`config.mk`:
```
export PLATFORM = sky130hd
export DESIGN_NAME = mac_dot_sequencer_flat
export DESIGN_NICKNAME = d
export VERILOG_FILES = /design/src/rtl/mac_dot_sequencer_pkg.sv /design/src/rtl/mac_dot_sequencer_if.sv /design/src/rtl/mac_dot_sequencer.sv /design/src/flat_wrapper.sv
export SDC_FILE = /design/constraint.sdc
export NUM_CORES = 1
export LEC_CHECK = 0
export CAP_MARGIN = 20
export CORE_MARGIN = 5
export CORE_UTILIZATION = 53
export CTS_BUF_LIST = sky130_fd_sc_hd__clkbuf_4
export DETAILED_ROUTE_END_ITERATION = 6
export GPL_TIMING_DRIVEN = 0
export PLACE_DENSITY = 0.95
export SKIP_LAST_GASP = 1
export SLEW_MARGIN = 20
export SYNTH_ARGS = -nofsm -noshare
export SYNTH_HDL_FRONTEND = slang
export SYNTH_SLANG_ARGS = --single-unit
export TNS_END_PERCENT = 50
```
`constraint.sdc`:
```
create_clock -name clk -period 7.4 [get_ports clk]
set_input_delay 1.48 -clock clk [delete_from_list [all_inputs] [get_ports clk]]
set_output_delay 1.48 -clock clk [all_outputs]
set_load 0.1 [all_outputs]
```
`src/rtl/mac_dot_sequencer_pkg.sv`:
```
// Shared definitions for the MAC dot-product sequencer: default widths, MAC
// pipeline geometry, FSM state encodings and the job-length saturation helper.
package mac_dot_sequencer_pkg;

  localparam int DEFAULT_NO_OF_BITS = 16;
  localparam int DEFAULT_ADDR_BITS  = 10;

  // The MAC delays `a` by two registers and `b`/`c`/`d` by one, so a product
  // can first be fed back on `c` one transfer after the pipe fills.
  localparam int MAC_PIPE_DEPTH   = 2;
  localparam int C_FEEDBACK_START = MAC_PIPE_DEPTH + 1;

  localparam logic [1:0] ST_IDLE     = 2'd0;
  localparam logic [1:0] ST_PREFETCH = 2'd1;
  localparam logic [1:0] ST_STREAM   = 2'd2;
  localparam logic [1:0] ST_FINISH   = 2'd3;

  // Requested lengths beyond the addressable memory depth are clipped to it.
  function automatic int unsigned sat_length(input int unsigned req,
                                             input int unsigned addr_bits);
    int unsigned depth;
    depth = 32'd1 << addr_bits;
    return (req > depth) ? depth : req;
  endfunction

endpackage

```
`src/rtl/mac_dot_sequencer_if.sv`:
```
// Bundle of job control, weight/pixel memory read ports, MAC operand ports and
// result signals seen by the dot-product sequencer.
interface mac_dot_sequencer_if
  import mac_dot_sequencer_pkg::*;
#(
  parameter int NO_OF_BITS = DEFAULT_NO_OF_BITS,
  parameter int ADDR_BITS  = DEFAULT_ADDR_BITS
);

  // Job control from the layer controller
  logic                      start;
  logic [ADDR_BITS:0]        length;

  // Weight and pixel memories (synchronous read, data one cycle later)
  logic [ADDR_BITS-1:0]      w_addr;
  logic                      w_rd_en;
  logic [NO_OF_BITS-1:0]     w_rdata;
  logic [ADDR_BITS-1:0]      x_addr;
  logic                      x_rd_en;
  logic [NO_OF_BITS-1:0]     x_rdata;

  // MAC operands; `c` carries a full-width partial sum, the MAC keeps its low half
  logic [NO_OF_BITS-1:0]     a;
  logic [NO_OF_BITS-1:0]     b;
  logic [2*NO_OF_BITS-1:0]   c;
  logic [NO_OF_BITS-1:0]     d;
  logic                      a_valid;
  logic                      b_valid;
  logic                      c_valid;
  logic                      d_valid;
  logic [2*NO_OF_BITS-1:0]   mac_out;

  // Job result
  logic [2*NO_OF_BITS-1:0]   result;
  logic                      result_valid;
  logic                      busy;

  modport master (
    input  start, length, w_rdata, x_rdata, mac_out,
    output w_addr, w_rd_en, x_addr, x_rd_en,
    output a, b, c, d, a_valid, b_valid, c_valid, d_valid,
    output result, result_valid, busy
  );

  modport slave (
    output start, length, w_rdata, x_rdata, mac_out,
    input  w_addr, w_rd_en, x_addr, x_rd_en,
    input  a, b, c, d, a_valid, b_valid, c_valid, d_valid,
    input  result, result_valid, busy
  );

endinterface

```
`src/rtl/mac_dot_sequencer.sv`:
```
// Streams N weight/pixel pairs into the pre-add/multiply/add MAC as two
// interleaved partial-sum chains, then adds the chains into one dot product.
module mac_dot_sequencer
  import mac_dot_sequencer_pkg::*;
#(
  parameter int NO_OF_BITS = DEFAULT_NO_OF_BITS,
  parameter int ADDR_BITS  = DEFAULT_ADDR_BITS
) (
  input logic                 clk,
  input logic                 reset,
  mac_dot_sequencer_if.master bus
);

  localparam int RW = 2 * NO_OF_BITS;
  // Counter must reach N+1 with N up to 2^ADDR_BITS.
  localparam int CW = ADDR_BITS + 2;

  logic [1:0]    state;
  logic [CW-1:0] cnt;
  logic [CW-1:0] len;
  logic          zero_job;
  logic [RW-1:0] hold;
  logic [RW-1:0] result_q;
  logic          result_valid_q;
  logic          stream_last;

  assign stream_last = (cnt == len + CW'(1));

  // NOTE: state registers use non-blocking assignments so every flop samples
  // pre-edge values, independent of statement order inside the block.
  always_ff @(posedge clk) begin
    if (reset) begin
      state          <= ST_IDLE;
      cnt            <= '0;
      len            <= '0;
      zero_job       <= 1'b0;
      hold           <= '0;
      result_q       <= '0;
      result_valid_q <= 1'b0;
    end else begin
      result_valid_q <= 1'b0;
      case (state)
        ST_IDLE: begin
          if (bus.start) begin
            len      <= CW'(sat_length(32'(bus.length), ADDR_BITS));
            cnt      <= '0;
            zero_job <= (bus.length == '0);
            state    <= (bus.length == '0) ? ST_FINISH : ST_PREFETCH;
          end
        end
        ST_PREFETCH: state <= ST_STREAM;
        ST_STREAM: begin
          if (stream_last) begin
            // mac_out here is the chain ending at N-2; the other chain lands next cycle.
            hold  <= bus.mac_out;
            cnt   <= '0;
            state <= ST_FINISH;
          end else begin
            cnt <= cnt + CW'(1);
          end
        end
        ST_FINISH: begin
          result_q       <= zero_job ? '0 : hold + bus.mac_out;
          result_valid_q <= 1'b1;
          state          <= ST_IDLE;
        end
        default: state <= ST_IDLE;
      endcase
    end
  end

  // NOTE: every output gets a default before the case so no path leaves a
  // signal unassigned and no latch is inferred.
  always_comb begin
    bus.w_addr  = '0;
    bus.w_rd_en = 1'b0;
    bus.x_addr  = '0;
    bus.x_rd_en = 1'b0;
    bus.a       = '0;
    bus.b       = '0;
    bus.c       = '0;
    bus.d       = '0;
    bus.a_valid = 1'b0;
    bus.b_valid = 1'b0;
    bus.c_valid = 1'b0;
    bus.d_valid = 1'b0;
    case (state)
      ST_PREFETCH: bus.w_rd_en = 1'b1;
      ST_STREAM: begin
        bus.a_valid = 1'b1;
        bus.b_valid = 1'b1;
        bus.c_valid = 1'b1;
        bus.d_valid = 1'b1;
        bus.w_addr  = ADDR_BITS'(cnt + CW'(1));
        bus.w_rd_en = (cnt + CW'(1) < len);
        bus.x_addr  = ADDR_BITS'(cnt);
        bus.x_rd_en = (cnt < len);
        // Pixel j-1 is paired with weight j to match the extra register on `a`.
        if (cnt < len)
          bus.a = bus.w_rdata;
        if ((cnt != '0) && (cnt <= len))
          bus.b = bus.x_rdata;
        if (cnt >= CW'(C_FEEDBACK_START))
          bus.c = bus.mac_out;
      end
      default: ;
    endcase
  end

  assign bus.result       = result_q;
  assign bus.result_valid = result_valid_q;
  assign bus.busy         = (state != ST_IDLE);

endmodule

```
`src/flat_wrapper.sv`:
```
// flat-port wrapper written by rule: the top's interface ports become plain ports
module mac_dot_sequencer_flat import mac_dot_sequencer_pkg::*;
#(
  parameter int NO_OF_BITS = DEFAULT_NO_OF_BITS,
  parameter int ADDR_BITS  = DEFAULT_ADDR_BITS
)
  (clk, reset, bus_start, bus_length, bus_w_rdata, bus_x_rdata, bus_mac_out, bus_w_addr, bus_w_rd_en, bus_x_addr, bus_x_rd_en, bus_a, bus_b, bus_c, bus_d, bus_a_valid, bus_b_valid, bus_c_valid, bus_d_valid, bus_result, bus_result_valid, bus_busy);
  mac_dot_sequencer_if #(.NO_OF_BITS(NO_OF_BITS), .ADDR_BITS(ADDR_BITS)) bus_i ();
  input logic clk;
  input logic reset;
  input wire logic [$bits(bus_i.start)-1:0] bus_start;
  input wire logic [$bits(bus_i.length)-1:0] bus_length;
  input wire logic [$bits(bus_i.w_rdata)-1:0] bus_w_rdata;
  input wire logic [$bits(bus_i.x_rdata)-1:0] bus_x_rdata;
  input wire logic [$bits(bus_i.mac_out)-1:0] bus_mac_out;
  output wire logic [$bits(bus_i.w_addr)-1:0] bus_w_addr;
  output wire logic [$bits(bus_i.w_rd_en)-1:0] bus_w_rd_en;
  output wire logic [$bits(bus_i.x_addr)-1:0] bus_x_addr;
  output wire logic [$bits(bus_i.x_rd_en)-1:0] bus_x_rd_en;
  output wire logic [$bits(bus_i.a)-1:0] bus_a;
  output wire logic [$bits(bus_i.b)-1:0] bus_b;
  output wire logic [$bits(bus_i.c)-1:0] bus_c;
  output wire logic [$bits(bus_i.d)-1:0] bus_d;
  output wire logic [$bits(bus_i.a_valid)-1:0] bus_a_valid;
  output wire logic [$bits(bus_i.b_valid)-1:0] bus_b_valid;
  output wire logic [$bits(bus_i.c_valid)-1:0] bus_c_valid;
  output wire logic [$bits(bus_i.d_valid)-1:0] bus_d_valid;
  output wire logic [$bits(bus_i.result)-1:0] bus_result;
  output wire logic [$bits(bus_i.result_valid)-1:0] bus_result_valid;
  output wire logic [$bits(bus_i.busy)-1:0] bus_busy;
  assign bus_i.start = bus_start;
  assign bus_i.length = bus_length;
  assign bus_i.w_rdata = bus_w_rdata;
  assign bus_i.x_rdata = bus_x_rdata;
  assign bus_i.mac_out = bus_mac_out;
  assign bus_w_addr = bus_i.w_addr;
  assign bus_w_rd_en = bus_i.w_rd_en;
  assign bus_x_addr = bus_i.x_addr;
  assign bus_x_rd_en = bus_i.x_rd_en;
  assign bus_a = bus_i.a;
  assign bus_b = bus_i.b;
  assign bus_c = bus_i.c;
  assign bus_d = bus_i.d;
  assign bus_a_valid = bus_i.a_valid;
  assign bus_b_valid = bus_i.b_valid;
  assign bus_c_valid = bus_i.c_valid;
  assign bus_d_valid = bus_i.d_valid;
  assign bus_result = bus_i.result;
  assign bus_result_valid = bus_i.result_valid;
  assign bus_busy = bus_i.busy;
  mac_dot_sequencer #(.NO_OF_BITS(NO_OF_BITS), .ADDR_BITS(ADDR_BITS)) u_core (.clk(clk), .reset(reset), .bus(bus_i));
endmodule
```
* Word-level counts from Yosys, hierarchy flattened
Index checks and enable logic that the tools add are counted.
Operators by class: add/subtract/negate cells 3, $lt $le $gt $ge 5, equal/unequal tests 6, muxes and demuxes 21, reduce and logical (&&, ||, !) cells 10
Operator list (number):
- 32-bit 2-to-1 mux | 3
- 16-bit 2-to-1 mux | 4
- 32-bit adder | 1
- 12-bit by 1-bit adder with 12-bit output, second input constant | 2
- 12-bit less-than comparator | 2
- 12-bit 2-to-1 mux | 2
- 12-bit case mux with 2 select lines | 1
- 10-bit 2-to-1 mux | 2
- 12-bit == test | 1
- 12-bit by 2-bit >= comparator with 1-bit output, second input constant | 1
- 12-bit less-or-equal comparator | 1
- 12-bit nonzero test | 1
- 11-bit > comparator, second input constant | 1
- 11-bit logical NOT | 1
- 11-bit 2-to-1 mux | 1
- 2-bit case mux with 4 select lines | 1
- 2-bit AND reduction | 4
- 2-bit 2-to-1 mux | 3
- 2-bit == test, second input constant | 2
- 2-bit nonzero test | 2
- 1-bit 2-to-1 mux | 3
- 2-bit by 1-bit == test with 1-bit output, second input constant | 1
- 2-bit logical NOT | 1
- 2-bit by 1-bit inequality test with 1-bit output, second input constant | 1
- 3 further kinds | 3
Storage, ports and cells: flip-flop bits (word level) 92, input bits 78, word-level logic and storage cells 52

* Logic depth before layout (Yosys ltp)
depth in word-level cells 4, gate-level depth with buffers 12

* Worst setup path before layout
Ideal clock, no wire load.
kind register -> output, from reg u_core.state[0], to out bus_a[10], arrival time 3874 ps, data required time 5920 ps, slack 2046 ps, stages on the path, launching flop included 7, buffers on the path 1, cells stage by stage dfxtp_1 inv_1 ha_1 inv_1 nor3_1 clkbuf_1 and2_1
Between the ends: cells in the longest elaborated chain, start to end 2
Ends and longest elaborated chain:
- from (decl) | RTL line mac_dot_sequencer.sv:18 | logic [1:0] state;
- from (signal assigned) | RTL line mac_dot_sequencer.sv:48 | state <= (bus.length == '0) ? ST_FINISH : ST_PREFETCH;
- 2-bit == test | RTL line mac_dot_sequencer.sv:87 | case (state)
- 16-bit 2-to-1 mux | RTL line mac_dot_sequencer.sv:87
- to (decl) | RTL line flat_wrapper.sv:20 | output wire logic [$bits(bus_i.a)-1:0] bus_a;
Every way passes these cells.

* Worst setup path after layout
from reg u_core.cnt[1], to out bus_b[13]
Between the ends: cells in the longest elaborated chain, start to end 4
Ends and longest elaborated chain:
- from (decl) | RTL line mac_dot_sequencer.sv:19 | logic [CW-1:0] cnt;
- from (signal assigned) | RTL line mac_dot_sequencer.sv:59 | cnt <= cnt + CW'(1);
- 12-bit less-or-equal comparator or 12-bit nonzero test (tied branches) | RTL line mac_dot_sequencer.sv:101 | if ((cnt != '0) && (cnt <= len))
- 1-bit logical AND * | RTL line mac_dot_sequencer.sv:101
- 16-bit 2-to-1 mux * | RTL line mac_dot_sequencer.sv:101
- 16-bit 2-to-1 mux * | RTL line mac_dot_sequencer.sv:87
- to (decl) | RTL line flat_wrapper.sv:21 | output wire logic [$bits(bus_i.b)-1:0] bus_b;
Mark *: on every way between the ends. The rest lies on a longest branch, timed or not.

==> summary.txt <==
Path depth of the worst reg2reg path -> 10
F_max -> 167.0 MHz
Area leader, netlist -> dfxtp_1
CP arrival -> 4.51 ns
Worst endpoint required time -> 5.92 ns
DRT Pass-1 Iters -> 5
Share of layout cells above drive strength 1 -> 5.500%
Number of max-cap violations -> 0
Setup Skew -> 0.02906 ns
Cell Area, Synth -> 6928 um2
Post-Synthesis Cells -> 879
1st-iter DRT viols -> 647
Outcome -> finished, final reports clean
Fill count -> 986
Count of hold-fix buffers inserted at cts -> 0
Slew Limit Headroom -> 30.96%
Total core area -> 12,720 um2
Finished Cell Area -> 9382 um2
Crit. End Element -> output pin
Site Rows -> 41
CP max FO -> 10
Port buffer count -> 199
Warnings from Yosys -> 0
Final number of hold-violating endpoints -> 0
Hold crit path type -> flip-flop to flip-flop
Top_reg_cell synth -> dfxtp_1
CTS tree -> built
Pre-CTS WS -> 1.924 ns
WL/cell -> 16.84 um
Starting density of the core -> 54.46%
Hold Crit Depth -> 2
Die area -> 15,460 um2
RSZ-0062 raised after global routing -> false
GR Overflow Total -> 0
Tmin final -> 5.987 ns
Total CTS buffers -> 9
DR vias/cell -> 5.612
Largest net degree at the start of global routing -> 17
Remaining antenna violation count after routing -> 0
Num Clock Sinks -> 91
Setup TNS Final -> 0 ns
Area share of the largest cell type after synthesis -> 26.30%
Critical setup path kind -> flip-flop to output pin
Period utilisation layout -> 80.90%
RD Place Congestion -> 0.9622
Final setup vio count -> 0
Final wirelength -> 21,600 um
Area after DPL -> 9191 um2
Via count -> 7,195
CTS max path bufs -> 2
Register area share after synthesis -> 26.30%
Post-synth EDFFs -> 0
Post-CTS resize count -> 0
Die height -> 124.3 um
Most area-consuming cells after synthesis -> dfxtp_1, ha_1, a21oi_1, and2_1, mux2i_1
Layout net count -> 1,243
DRC viols -> 0
Number of global-route vias before repair -> 6,993
Final WS setup -> 1.413 ns
Postcts setup bufs -> 0
Slew Viols, Final -> 0
Worst-Skew Late Latency -> 0.46 ns
Critical Path Start Type -> flip-flop
Die Wd -> 124.3 um
CTS H-Tree Depth -> 3
LEAKAGE -> 0.003751 uW
Total power -> 1922 uW
Synth cell types -> 64
Clk root buf -> clkbuf_4
Pwr dens -> 204.8 nW/um2
Initial antenna violation count -> 1
CTS clk-pin slew, worst paths -> 0.16 ns
Seq cells post-synth -> 91
Asr flop ratio synth -> 0%
Worst-Margin Slew -> 1.032 ns
Avg Cell Area, Syn -> 7.882 um2
First-pass GRT wire length -> 34,510 um
IO Pins -> 218
Max VDD drop -> 0.1986 mV
Gr usage total -> 26.58%
HPWL after DPL -> 17,360 um
Area growth from synthesis to layout -> 35.42%
-- sequential cells by signal, indices dropped and copies added, names as in the netlist --
name and cells:
u_core.bus.result 32, u_core.cnt 12, u_core.state 2, u_core.len 11
u_core.zero_job 1, u_core.bus.result_valid 1, u_core.hold 32
-- through the flow --
stage	instances	utilization (%)	hold WS [ns]
2_1_floorplan	894	-	0.4606
3_3_place_gp	1265	72.25	0.4349
3_5_place_dp	1265	72.25	0.4401
4_1_cts	1281	73.72	0.4593
5_1_grt	1282	73.74	0.4752
6_report	1282	73.74	0.4563
-- path summary, 6_finish.rpt --
kind / start / end / slack, ns
hold / removal: u_core.bus.result[26]$_SDFFE_PP0P_ / u_core.bus.result[26]$_SDFFE_PP0P_ / 0.46
setup reg to reg: u_core.hold[0]$_SDFFE_PP0P_ / u_core.bus.result[24]$_SDFFE_PP0P_ / 4.18
setup / recovery: u_core.cnt[1]$_SDFFE_PP0P_ / bus_b[13] / 1.41
hold reg to reg: u_core.bus.result[26]$_SDFFE_PP0P_ / u_core.bus.result[26]$_SDFFE_PP0P_ / 0.46
-- placed cells by master, fill, tap and decap left out, types with 5 or more instances in the layout --
master and instances:
mux2i_1 36, buf_4 21, a31oi_1 5, or3_1 7
nand2b_1 5, and2_1 62, a21o_1 15, nand2_1 59
nand4_1 7, o31ai_1 9, ha_1 60, dfxtp_1 91
inv_1 27, and3_1 5, nor4_1 7, conb_1 16
nor2b_1 21, xor2_1 21, nor2_1 95, o21ai_0 26
o211ai_1 6, nand3_1 36, nor3_1 14, clkbuf_1 35
nor3b_1 8, xnor2_1 28, clkdlybuf4s50_1 199, a211oi_1 7
nand3b_1 5, clkbuf_4 9, a21oi_1 89, o21ai_1 16
-- area by class of cell --
class | count | area, um2 | area share, %
plain buffers | 65 | 406.6 | 4.334
diodes | 1 | 2.502 | 0.02667
clock buffers | 9 | 67.56 | 0.7202
clock inverters | 7 | 120.1 | 1.280
flip-flops and latches | 91 | 1822 | 19.42
well taps | 172 | 215.2 | 2.294
multi-input cells | 709 | 4642 | 49.48
repair buffers | 199 | 1992 | 21.23
inverters | 29 | 113.9 | 1.214
-- metal layers --
| layer | up-vias | routed length (um) | part of all wire, % | track usage, % |
|---|---|---|---|---|
| met5 | - | 0 | 0 | 0 |
| met2 | 351 | 10360 | 48 | 47.14 |
| li1 | 3479 | - | - | - |
| met1 | 3312 | 8832 | 41 | 31.65 |
| met3 | 53 | 1670 | 7.7 | 5.274 |
| met4 | 0 | 731 | 3.4 | 9.800 |
-- cell usage after synthesis, drive strengths merged, types with 36 or more instances --
| library cell | instances |
|---|---|
| nand2 | 61 |
| ha | 60 |
| nor2 | 96 |
| clkbuf | 37 |
| mux2i | 36 |
| dfxtp | 91 |
| a21oi | 89 |
| o21ai | 42 |
| nand3 | 36 |
| and2 | 62 |
-- kinds of logic (layout without fill, tap and decap cells) --
kind of cell | count (synthesis) | in the layout | synth area share [%]
multiplexers | 36 | 36 | 5.201
AND/OR/NAND/NOR | 345 | 345 | 25.70
XOR/XNOR | 49 | 49 | 6.195
buffers and inverters | 94 | 309 | 7.513
other | 1 | 17 | 0.05413
flip-flops | 91 | 91 | 26.30
AO/OA/AOI/OAI | 202 | 202 | 17.92
adder cells (fa/ha/maj) | 61 | 61 | 11.13
-- where the power goes --
part           switching, uW  internal, uW  total [uW]
logic                    731           277        1010
clock network            186           174         360
registers               30.3           524         554
-- critical path, cell delays in order, from the launching register on --
cell and delay [ns]:
dfxtp_1 0.55, ha_1 0.31, nor2b_1 0.14, o21a_1 0.16
o21a_1 0.16, o21a_1 0.16, o2111ai_1 0.17, a21oi_1 0.11
or2_2 0.28, clkbuf_1 0.19, clkbuf_1 0.25, a21oi_1 0.36
clkdlybuf4s50_1 1.21
Power figures use the tool's default switching activity.
==> patch (same settings) <==
Set the package constant `DEFAULT_ADDR_BITS` to 11 (it was 10).
--- a/src/rtl/mac_dot_sequencer_pkg.sv
+++ b/src/rtl/mac_dot_sequencer_pkg.sv
@@ -3,7 +3,7 @@
 package mac_dot_sequencer_pkg;
 
   localparam int DEFAULT_NO_OF_BITS = 16;
-  localparam int DEFAULT_ADDR_BITS  = 10;
+  localparam int DEFAULT_ADDR_BITS  = 11;
 
   // The MAC delays `a` by two registers and `b`/`c`/`d` by one, so a product
   // can first be fed back on `c` one transfer after the pipe fills.
Interface: changed (resized bus_length, bus_w_addr and bus_x_addr); port bits go from 218 to 221. No check against the original RTL was run, so the function may have changed too.
==> patch against the original RTL <==
  * Setup slack got worse by 0.44 ns
  * Core utilization shrank 1.6 points
  * Area after synthesis rose by 2.1%
  * Routed wire length increased by 1.4%
  * Final cell count increased by 1.6%
  * Cell area up 1.4%
  * Total power decreased by 2.2%
  * Sequential cell count is 2 higher
  * Largest cell class unchanged
==> patch: results (changes against the original RTL) <==
- Final-layout worst hold slack: 0.458 ns (+0.00211 ns)
- Hpwl dp: 17,400 um (+0.11%)
- Commonest cells in the synthesized netlist: 113 x sky130_fd_sc_hd__nor2_1, 93 x sky130_fd_sc_hd__dfxtp_1, 68 x sky130_fd_sc_hd__and2_1
- Relative slew slack: 31.0% (about the same)
- Non-clock buffer count in the final layout: 271 (+2.7%)
- Number of buffers inserted by port buffering: 203 (+2.0%)
- Area of the multi-input gates: 4790 um^2 (+3.1%)
- Pin count of the biggest net entering global routing: 16 (-1)
- Layout multi-input combinational cell count: 719 (+1.4%)
- Worst r2r dst: u_core.bus.result[28]
- Number of violations reported at the end of detailed-routing iteration 0: 606 (-6.3%)
- Arrival time at the worst endpoint: 4.94 ns (+0.43 ns)
- Run status: completed
- GRT Total Usage: 26.5% (-0.046 points)
- Int Pwr: 0.000928 W (-4.7%)
- First-pass GRT wire length: 34,800 um (+0.94%)
- Register share of the cell area: 19.6% (+0.15 points)
- Final WS setup: 0.976 ns (-0.438 ns)
- Final GP Congestion: 0.933 (-3.0%)
- Non-clock inverters: 27 (-6.9%)
- Clock Power Share: 15.0% (-3.7 points)
- Worst setup path end: bus_w_rd_en
- Top post-synthesis cells by area: sky130_fd_sc_hd__dfxtp_1 26%, sky130_fd_sc_hd__ha_1 11%, sky130_fd_sc_hd__and2_1 6.0%
- Peak VDD IR: 101 uV (-49%)
- Launch instance of the worst min-delay path: u_core.bus.result[29]
- Pre-antenna DRT Iters: 6 (+1)
- Area share of xor/xnor cells in the synthesized design: 6.19% (about the same)
- Proportion of layout cells with a drive suffix above 1: 5.51% (+0.011 points)
==> patch: routing by layer <==
metal | vias to the layer above | share of wire, % | global-route usage (%)
met5 | - | 0 | 0
met4 | 0 | 3.2 | 12.4
met3 | 63 | 9.0 | 4.31
met2 | 393 | 47 | 45.8
met1 | 3401 | 40 | 32.2
li1 | 3532 | - | -
==> patch: critical path, stage by stage, from the launching register on <==
cell and delay (ns):
sky130_fd_sc_hd__dfxtp_1 0.37, sky130_fd_sc_hd__clkbuf_1 0.39, sky130_fd_sc_hd__nand3_1 0.12, sky130_fd_sc_hd__nor3_1 0.42
sky130_fd_sc_hd__nand3_1 0.30, sky130_fd_sc_hd__nor2_1 0.21, sky130_fd_sc_hd__xor2_1 0.28, sky130_fd_sc_hd__ha_1 0.29
sky130_fd_sc_hd__or3_1 0.37, sky130_fd_sc_hd__o21ai_0 0.07, sky130_fd_sc_hd__a21oi_1 0.08, sky130_fd_sc_hd__a31oi_1 0.38
sky130_fd_sc_hd__clkdlybuf4s50_1 1.21
